### src/rtl/io_timer.sv
// io_timer: memory-mapped down-counting timer with the intimer interrupt.
// Optional prescaler is built when TIMER_PRESCALE_EN is defined.
module io_timer #(
  parameter int         WIDTH    = 32,
  parameter logic [2:0] BASE_SEL = 3'b000
) (
  input  logic        clk,
  input  logic        rst,
  input  logic        ce,
  input  logic        we,
  input  logic [31:0] addr,
  input  logic [31:0] dataIn,
  output logic [31:0] dataOut,
  output logic        intimer
);

  localparam logic [2:0] R_CTRL   = 3'd0;
  localparam logic [2:0] R_LOAD   = 3'd1;
  localparam logic [2:0] R_COUNT  = 3'd2;
  localparam logic [2:0] R_STATUS = 3'd3;
  localparam logic [2:0] R_PRE    = 3'd4;

  logic             sel;
  logic             wr;
  logic [2:0]       idx;
  logic             wr_ctrl;
  logic             wr_load;
  logic             wr_count;
  logic             wr_status;
  logic [WIDTH-1:0] wdata;

  logic             en;
  logic             auto_rl;
  logic             ie;
  logic             pend;
  logic [WIDTH-1:0] load;
  logic [WIDTH-1:0] count;

  logic             tick;
  logic             count_zero;
  logic             expiry;

  logic             unused_bits;

  assign sel       = ce & (addr[7:5] == BASE_SEL);
  assign wr        = sel & we;
  assign idx       = addr[4:2];
  assign wr_ctrl   = wr & (idx == R_CTRL);
  assign wr_load   = wr & (idx == R_LOAD);
  assign wr_count  = wr & (idx == R_COUNT);
  assign wr_status = wr & (idx == R_STATUS);
  assign wdata     = dataIn[WIDTH-1:0];

  assign count_zero = (count == '0);
  assign expiry     = tick & count_zero;

  // Address and data bits outside the decoded fields are ignored.
  assign unused_bits = ^{addr[31:8], addr[1:0], dataIn};

`ifdef TIMER_PRESCALE_EN
  logic        wr_pre;
  logic        en_rise;
  logic [15:0] pre;
  logic [15:0] psc;

  assign wr_pre  = wr & (idx == R_PRE);
  assign en_rise = wr_ctrl & dataIn[0] & ~en;
  assign tick    = en & (psc == pre);

  // Prescale divisor register.
  always_ff @(posedge clk or negedge rst) begin
    if (!rst) begin
      pre <= '0;
    end else if (wr_pre) begin
      pre <= dataIn[15:0];
    end
  end

  // Prescale counter runs 0..PRE; restarts so the first tick lands PRE+1 cycles after enable.
  always_ff @(posedge clk or negedge rst) begin
    if (!rst) begin
      psc <= '0;
    end else if (!en || wr_pre || en_rise || tick) begin
      psc <= '0;
    end else begin
      psc <= psc + 16'd1;
    end
  end
`else
  assign tick = en;
`endif

  // Control bits; a CTRL write overrides the one-shot self-disable.
  always_ff @(posedge clk or negedge rst) begin
    if (!rst) begin
      en      <= 1'b0;
      auto_rl <= 1'b0;
      ie      <= 1'b0;
    end else if (wr_ctrl) begin
      en      <= dataIn[0];
      auto_rl <= dataIn[1];
      ie      <= dataIn[2];
    end else if (expiry && !auto_rl) begin
      en      <= 1'b0;
    end
  end

  // Reload value.
  always_ff @(posedge clk or negedge rst) begin
    if (!rst) begin
      load <= '0;
    end else if (wr_load) begin
      load <= wdata;
    end
  end

  // Down counter; a software write takes priority over the tick.
  always_ff @(posedge clk or negedge rst) begin
    if (!rst) begin
      count <= '0;
    end else if (wr_count) begin
      count <= wdata;
    end else if (tick) begin
      if (!count_zero) begin
        count <= count - WIDTH'(1);
      end else if (auto_rl) begin
        count <= load;
      end
    end
  end

  // Pending flag: expiry sets, write-1 clears, set beats clear.
  always_ff @(posedge clk or negedge rst) begin
    if (!rst) begin
      pend <= 1'b0;
    end else if (expiry) begin
      pend <= 1'b1;
    end else if (wr_status && dataIn[0]) begin
      pend <= 1'b0;
    end
  end

  // Registered, maskable interrupt level.
  always_ff @(posedge clk or negedge rst) begin
    if (!rst) begin
      intimer <= 1'b0;
    end else begin
      intimer <= pend & ie;
    end
  end

  // Combinational read mux, zero when not selected.
  always_comb begin
    dataOut = '0;
    if (sel) begin
      case (idx)
        R_CTRL:   dataOut[2:0] = {ie, auto_rl, en};
        R_LOAD:   dataOut[WIDTH-1:0] = load;
        R_COUNT:  dataOut[WIDTH-1:0] = count;
        R_STATUS: dataOut[0] = pend;
`ifdef TIMER_PRESCALE_EN
        R_PRE:    dataOut[15:0] = pre;
`endif
        default:  dataOut = '0;
      endcase
    end
  end

endmodule

### config.mk
export PLATFORM = sky130hd
export DESIGN_NAME = io_timer
export DESIGN_NICKNAME = d
export VERILOG_FILES = /design/src/rtl/io_timer.sv
export SDC_FILE = /design/constraint.sdc
export NUM_CORES = 1
export LEC_CHECK = 0
export ABC_AREA = 1
export BUFFER_PORTS_ARGS = -buffer_cell sky130_fd_sc_hd__buf_2
export CORE_ASPECT_RATIO = 1.25
export CORE_MARGIN = 2
export CORE_UTILIZATION = 34
export DETAILED_ROUTE_END_ITERATION = 16
export SKIP_CTS_REPAIR_TIMING = 1
export SLEW_MARGIN = 20
export SYNTH_ARGS = -nofsm -noshare
export SYNTH_HDL_FRONTEND = slang
export SYNTH_SLANG_ARGS = --single-unit
### constraint.sdc
create_clock -name clk -period 4.7 [get_ports clk]
set_clock_uncertainty 0.15 [all_clocks]
set_input_delay 0.235 -clock clk [delete_from_list [all_inputs] [get_ports clk]]
set_output_delay 0.235 -clock clk [all_outputs]
set_load 0.02 [all_outputs]
# == Word level (Yosys, flattened, before mapping) ==
# Cells that the tools add are included.
# Widths: inputs -> output; s select.
# classes
n_addsub,1
eq_ne,4
muxes,12
bitwise_logic,8
n_reduce_logical,10
# ops
cell,n
$mux 32,5
$pmux 29 s2,1
$logic_not 32->1,1
$sub 32x1->32 const B,1
$and 1x1->1,8
$eq 3x2->1 const B,2
$logic_not 3->1,2
$pmux 2 s3,1
$reduce_bool 2->1,3
$mux 1,4
$pmux 1 s4,1
$eq 3x1->1 const B,1
$ne 3x3->1 const B,1
$logic_and 1x1->1,2
$reduce_and 2->1,1
$logic_not 1->1,1
# word_totals
reg_bits,69
inputBits,68
out_inout_bits,33
wordCells,42

# == Longest topological paths before layout ==
# logic_depth
ltp_word,7
mapped_depth,12
ltp_nobuf,11

# == Worst setup path before layout ==
# OpenSTA, ideal clock, no wires.
# synth_path
path_kind,register -> register
start,register count[0]
end,register count[10]
setup_time_ns,0.117
arrival_ns,1.528
path_slack_ns,2.905
path_stages_with_launch,13
n_path_buf,1
synth_period_minus_slack_ns,1.795
path_cell_list,dfrtp_1 > inv_1 > ha_1 > nand2_1 > nor2_2 > nand2_4 > nor2_8 > nand2_4 > nand2_4 > inv_4 > buf_6 > nand3_2 > nand2_1
# synth_between
elab_chain_len,4
word_cells_on_any_way,7
cone_classes,1 x add/sub; 1 x eq/ne; 3 x mux; 2 x reduce/logical
# synth_rtl
item,line_no,source
"start, declared",37,logic [WIDTH-1:0] count;
"start signal, assigned",122,count <= wdata;
"start signal, assigned",125,count <= count - WIDTH'(1);
"start signal, assigned",127,count <= load;
$sub 32x1->32 / $logic_not 32->1 (equally long branches),"125, 54",
$mux 32,124,if (!count_zero) begin
$mux 32,123,end else if (tick) begin
$mux 32,121,end else if (wr_count) begin
# Parallel ways exist; a longest one is shown, timed or not. The select of a mux whose other input is x is not followed.
# A chain may end at the register's enable or synchronous reset.

# == Worst setup path after layout ==
# layout_path
start,register count[0]
end,register count[21]
# The elaborated chain is that of the path after synthesis.

==> impl_results.html <==
<table>
<tr><th>Metric</th><th>Value</th></tr>
<tr><th colspan="2">Worst hold path</th></tr>
<tr><td>Launch point of the worst hold path</td><td>dataIn[7]</td></tr>
<tr><td>Path category of the worst min-delay check</td><td>in2reg</td></tr>
<tr><th colspan="2">Pwr</th></tr>
<tr><td>Power after layout</td><td>0.003054 W</td></tr>
<tr><td>Power density normalized to cell area</td><td>523.8 nW/µm²</td></tr>
<tr><td>Part of the power in combinational logic</td><td>a little under half</td></tr>
<tr><td>Net switching component of the power</td><td>0.001426 W</td></tr>
<tr><td>Switching power share of the total</td><td>46.70%</td></tr>
<tr><td>Clock power frac</td><td>a little over a fifth</td></tr>
<tr><td>Internal Dissipation</td><td>0.001628 W</td></tr>
<tr><td>Static power due to leakage</td><td>3.020 nW</td></tr>
<tr><td>Relative contribution of sequential cells to total power</td><td>33.0%</td></tr>
<tr><td>Worst supply voltage drop on vdd</td><td>about 0.23 mV</td></tr>
<tr><th colspan="2">Synthesis</th></tr>
<tr><td>Number of synthesized register bits</td><td>69</td></tr>
<tr><td>Part of the Yosys area used for sequential elements</td><td>34.21%</td></tr>
<tr><td>Synthesis warning total</td><td>0</td></tr>
<tr><td>Post-Syn Instances</td><td>approximately 770</td></tr>
<tr><td>Count of unique library cells instantiated by Yosys</td><td>36</td></tr>
<tr><td>Asr flop ratio synth</td><td>100.0%</td></tr>
<tr><td>Mean instance size in the synthesized netlist</td><td>6.564 µm²</td></tr>
<tr><td>Post-synth top flop</td><td>sky130_fd_sc_hd__dfrtp_1</td></tr>
<tr><td>Net count of the mapped netlist</td><td>839</td></tr>
<tr><td>Post-synthesis instance area</td><td>5047 µm²</td></tr>
<tr><td>EDFF count, synth</td><td>0</td></tr>
<tr><th colspan="2">Critical path</th></tr>
<tr><td>Worst reg2reg startpoint</td><td>count[0]$_DFFE_PN0P_</td></tr>
<tr><td>Worst reg2reg path depth</td><td>10</td></tr>
<tr><td>Setup slack on the worst flop-to-flop path</td><td>2.14 ns</td></tr>
<tr><td>Count of buffer and inverter cells on the critical path</td><td>2</td></tr>
<tr><td>Sequence of cells on the critical path</td><td>inv_1 -&gt; ha_1 -&gt; nand2_1 -&gt; nor2_1 -&gt; nand2_2 -&gt; inv_2 -&gt; nand2_1 -&gt; or2_1 -&gt; nand3_2 -&gt; nand2_1</td></tr>
<tr><td>Capture point of the critical path</td><td>count[21]$_DFFE_PN0P_</td></tr>
<tr><td>Startpoint Class</td><td>flip-flop</td></tr>
<tr><td>Critical Path Slowest Stage Cell</td><td>sky130_fd_sc_hd__nand2_1</td></tr>
<tr><td>Data required time at the worst endpoint</td><td>4.77 ns</td></tr>
<tr><td>Stage delay of the slowest cell on the critical path</td><td>0.58 ns</td></tr>
<tr><td>Origin of the worst setup path</td><td>count[0]$_DFFE_PN0P_</td></tr>
<tr><td>Crit end category</td><td>flip-flop</td></tr>
<tr><td>Endpoint arrival time on the critical path</td><td>~2.6 ns</td></tr>
<tr><td>Category of the critical setup timing path</td><td>reg2reg</td></tr>
<tr><td>Most used cell, CP</td><td>sky130_fd_sc_hd__nand2_1</td></tr>
<tr><td>Top cell family by delay on the critical path</td><td>simple AND/OR/NAND/NOR gates</td></tr>
<tr><td>Worst-path fanout max</td><td>30</td></tr>
<tr><td>End of the worst register-to-register path</td><td>count[21]$_DFFE_PN0P_</td></tr>
<tr><td>Crit. path cell count</td><td>10</td></tr>
<tr><th colspan="2">Die</th></tr>
<tr><td>Std-Cell Rows</td><td>49</td></tr>
<tr><td>Effective utilization at floorplan</td><td>34.88%</td></tr>
<tr><td>Area of the placeable core</td><td>14,470 µm²</td></tr>
<tr><td>Top-Level Pins</td><td>101</td></tr>
<tr><td>Floorplan die area</td><td>15,840 µm²</td></tr>
<tr><td>Chip width</td><td>between 100 and 150 µm</td></tr>
<tr><td>DIE HEIGHT</td><td>140.2 µm</td></tr>
<tr><th colspan="2">Timing</th></tr>
<tr><td>Total count of max-transition violations in the final report</td><td>0</td></tr>
<tr><td>F_max</td><td>0.3912 GHz</td></tr>
<tr><td>Fin worst setup slack</td><td>2.144 ns</td></tr>
<tr><td>Final worst-path cycle share</td><td>54.39%</td></tr>
<tr><td>Max-Slew Margin vs Limit</td><td>31.71%</td></tr>
<tr><td>Fin Setup TNS</td><td>0 ns</td></tr>
<tr><td>Final-report setup violation count</td><td>0</td></tr>
<tr><td>Hold Vio Cnt, Final</td><td>1</td></tr>
<tr><td>Minimum clock period after layout</td><td>2.556 ns</td></tr>
<tr><td>Actual transition at the worst max-transition pin</td><td>1.022 ns</td></tr>
<tr><td>Unrepaired setup endpoints after global routing</td><td>no</td></tr>
<tr><td>Worst Hold Margin</td><td>-0.002506 ns</td></tr>
<tr><th colspan="2">Detailed routing</th></tr>
<tr><td>Per-cell routed wire length</td><td>~14 µm</td></tr>
<tr><td>Final wirelength</td><td>approximately 14 mm</td></tr>
<tr><td>Overall via count from detail_route</td><td>4,957</td></tr>
<tr><td>Iteration-0 DRC Markers</td><td>337</td></tr>
<tr><td>Detailed-route DRC error count</td><td>3</td></tr>
<tr><td>Antenna Violating Nets Remaining</td><td>0</td></tr>
<tr><td>Detailed Routing Iterations Pass 1</td><td>11</td></tr>
<tr><td>Post-detailed-route via-to-cell ratio</td><td>slightly below 5</td></tr>
<tr><th colspan="2">Cells and area</th></tr>
<tr><td>Count of filler cells inserted in the layout</td><td>1,599</td></tr>
<tr><td>Most frequent standard cell in the layout excluding fill and tap cells</td><td>sky130_fd_sc_hd__nand2_1</td></tr>
<tr><td>Layout cells sized above 1</td><td>18.52%</td></tr>
<tr><td>Commonest non-fill, non-tap cells in the layout</td><td>276 x sky130_fd_sc_hd__nand2_1, 76 x sky130_fd_sc_hd__inv_1, 76 x sky130_fd_sc_hd__nor2_1</td></tr>
<tr><td>Final net count</td><td>903</td></tr>
<tr><td>Area of combinational cells with multiple inputs</td><td>around 2900 µm²</td></tr>
<tr><td>Antenna Diode Count</td><td>0</td></tr>
<tr><td>Area overhead of the layout relative to synthesis</td><td>15.49%</td></tr>
<tr><td>FF/Latch Area</td><td>about 1700 µm²</td></tr>
<tr><th colspan="2">CTS</th></tr>
<tr><td>Clock Tree Root</td><td>sky130_fd_sc_hd__clkbuf_16</td></tr>
<tr><td>Number of levels the H-tree was split into</td><td>3</td></tr>
<tr><td>Clock tree from TritonCTS</td><td>yes</td></tr>
<tr><td>Clock-pin slew of the registers on the worst-case setup and hold paths</td><td>0.05 ns</td></tr>
<tr><td>Clock tree sinks</td><td>69</td></tr>
<tr><td>Clock latency reported for the late side of the worst-skew pair</td><td>0.33 ns</td></tr>
<tr><td>Total CTS buffers</td><td>9</td></tr>
<tr><td>Clock Path Buffers</td><td>2</td></tr>
<tr><th colspan="2">GRT</th></tr>
<tr><td>Total global routing track utilization</td><td>approximately a fifth</td></tr>
<tr><td>Number of antenna violations at the first check in global routing</td><td>0</td></tr>
<tr><td>Via count of the first global-routing pass</td><td>just under 5,000</td></tr>
<tr><td>Maximum number of pins on one net before global-route repair</td><td>62</td></tr>
<tr><td>Total global routing overflow</td><td>0</td></tr>
<tr><td>Wire length of the first global-routing pass</td><td>23.89 mm</td></tr>
<tr><th colspan="2">Place</th></tr>
<tr><td>Post-DP HPWL</td><td>10.54 mm</td></tr>
<tr><td>Number of port buffers</td><td>74</td></tr>
<tr><td>Weighted congestion reported at the end of routability-driven placement</td><td>0.9607</td></tr>
<tr><td>Placement Setup Slack</td><td>2.013 ns</td></tr>
<tr><th colspan="2">Run status</th></tr>
<tr><td>Status</td><td>finished, violations left</td></tr>
<tr><td>Violated checks</td><td>DRC, hold timing</td></tr>
<tr><th colspan="2">Job</th></tr>
<tr><td>MaxCap Viol Count</td><td>0</td></tr>
</table>
[layout make-up]
| cell class | count | area share [%] |
|---|---|---|
| multi-input combinational | 591 | 49.22 |
| clock inverter | 1 | 0.08586 |
| sequential | 69 | 29.62 |
| tap | 178 | 3.821 |
| timing repair buffer | 81 | 7.298 |
| inverter | 81 | 5.259 |
| clock buffer | 14 | 4.701 |
[sequential cells by signal (all words and copies together), names as in the netlist]
signal   flops
count       32
load        32
auto_rl      1
en           1
ie           1
intimer      1
pend         1
[cell usage after synthesis, types with 2 or more instances]
cell / n / area [µm²]
sky130_fd_sc_hd__nor2_4: 7 / 78.83
sky130_fd_sc_hd__or2_1: 6 / 37.54
sky130_fd_sc_hd__nor2_1: 76 / 285.3
sky130_fd_sc_hd__xor2_1: 4 / 35.03
sky130_fd_sc_hd__nor2_8: 3 / 60.06
sky130_fd_sc_hd__nand2_1: 277 / 1040
sky130_fd_sc_hd__nor2_2: 11 / 68.82
sky130_fd_sc_hd__clkbuf_1: 17 / 63.81
sky130_fd_sc_hd__or2_0: 6 / 37.54
sky130_fd_sc_hd__nand2_2: 8 / 50.05
sky130_fd_sc_hd__nand2_4: 4 / 45.04
sky130_fd_sc_hd__nand3_1: 51 / 255.2
sky130_fd_sc_hd__xnor2_1: 2 / 17.52
sky130_fd_sc_hd__mux2_2: 3 / 33.78
sky130_fd_sc_hd__o21ai_0: 43 / 215.2
sky130_fd_sc_hd__a21oi_1: 50 / 250.2
sky130_fd_sc_hd__nand3b_1: 4 / 30.03
sky130_fd_sc_hd__nor3_1: 2 / 10.01
sky130_fd_sc_hd__inv_2: 3 / 11.26
sky130_fd_sc_hd__dfrtp_1: 69 / 1727
sky130_fd_sc_hd__nand3_2: 20 / 200.2
sky130_fd_sc_hd__ha_1: 2 / 25.02
sky130_fd_sc_hd__buf_2: 4 / 20.02
sky130_fd_sc_hd__inv_1: 76 / 285.3
sky130_fd_sc_hd__nand4_1: 6 / 37.54
sky130_fd_sc_hd__buf_6: 4 / 45.04
sky130_fd_sc_hd__buf_4: 2 / 15.01
[worst min-delay path: stages]
cell                      delay [ns]
sky130_fd_sc_hd__buf_2          0.09
sky130_fd_sc_hd__nand2_1        0.05
sky130_fd_sc_hd__nand3_1        0.07
[worst min path at each step]
| stage | end | cells past startpoint |
|---|---|---|
| floorplan | auto_rl$_DFFE_PN0P_ | 0 |
| global placement | intimer$_DFF_PN0_ | 1 |
| detailed placement | intimer$_DFF_PN0_ | 1 |
| CTS | intimer$_DFF_PN0_ | 1 |
| global route | load[9]$_DFFE_PN0P_ | 2 |
| finish | count[7]$_DFFE_PN0P_ | 3 |
[cells by family (layout without fill, tap and decap cells)]
kind of cell	after synthesis	in the layout	share of synthesized area [%]
AO/OA/AOI/OAI	98	98	9.965
XOR/XNOR	6	6	1.041
multiplexers	3	3	0.6693
buffers and inverters	109	177	8.998
adder cells (fa/ha/maj)	2	2	0.4957
AND/OR/NAND/NOR	482	482	44.62
flip-flops	69	69	34.21
[stage by stage]
step / cells / area [µm²] / util [%]
2_1_floorplan: 769 / 5047 / -
3_3_place_gp: 999 / 5540 / 38.29
3_5_place_dp: 999 / 5540 / 38.29
4_1_cts: 1014 / 5819 / 40.22
5_1_grt: 1015 / 5829 / 40.29
6_report: 1015 / 5829 / 40.29
[metal layers]
metal	part of all wire [%]	track usage [%]
met1	43	22.21
met2	52	34.08
met3	3.0	2.423
met4	2.4	7.253
met5	0	0
[power by group through the flow]
stage | registers (W) | clock network (W) | logic [W]
6_report | 0.00101 | 0.000641 | 0.00141
5_1_grt | 0.00104 | 0.000681 | 0.00161
4_1_cts | 0.00101 | 0.000655 | 0.00141
3_5_place_dp | 0.00101 | 0 | 0.00140
3_3_place_gp | 0.00101 | 0 | 0.00139
2_1_floorplan | 0.000937 | 0 | 0.00114
No activity file was read; power rests on OpenSTA's default activity.
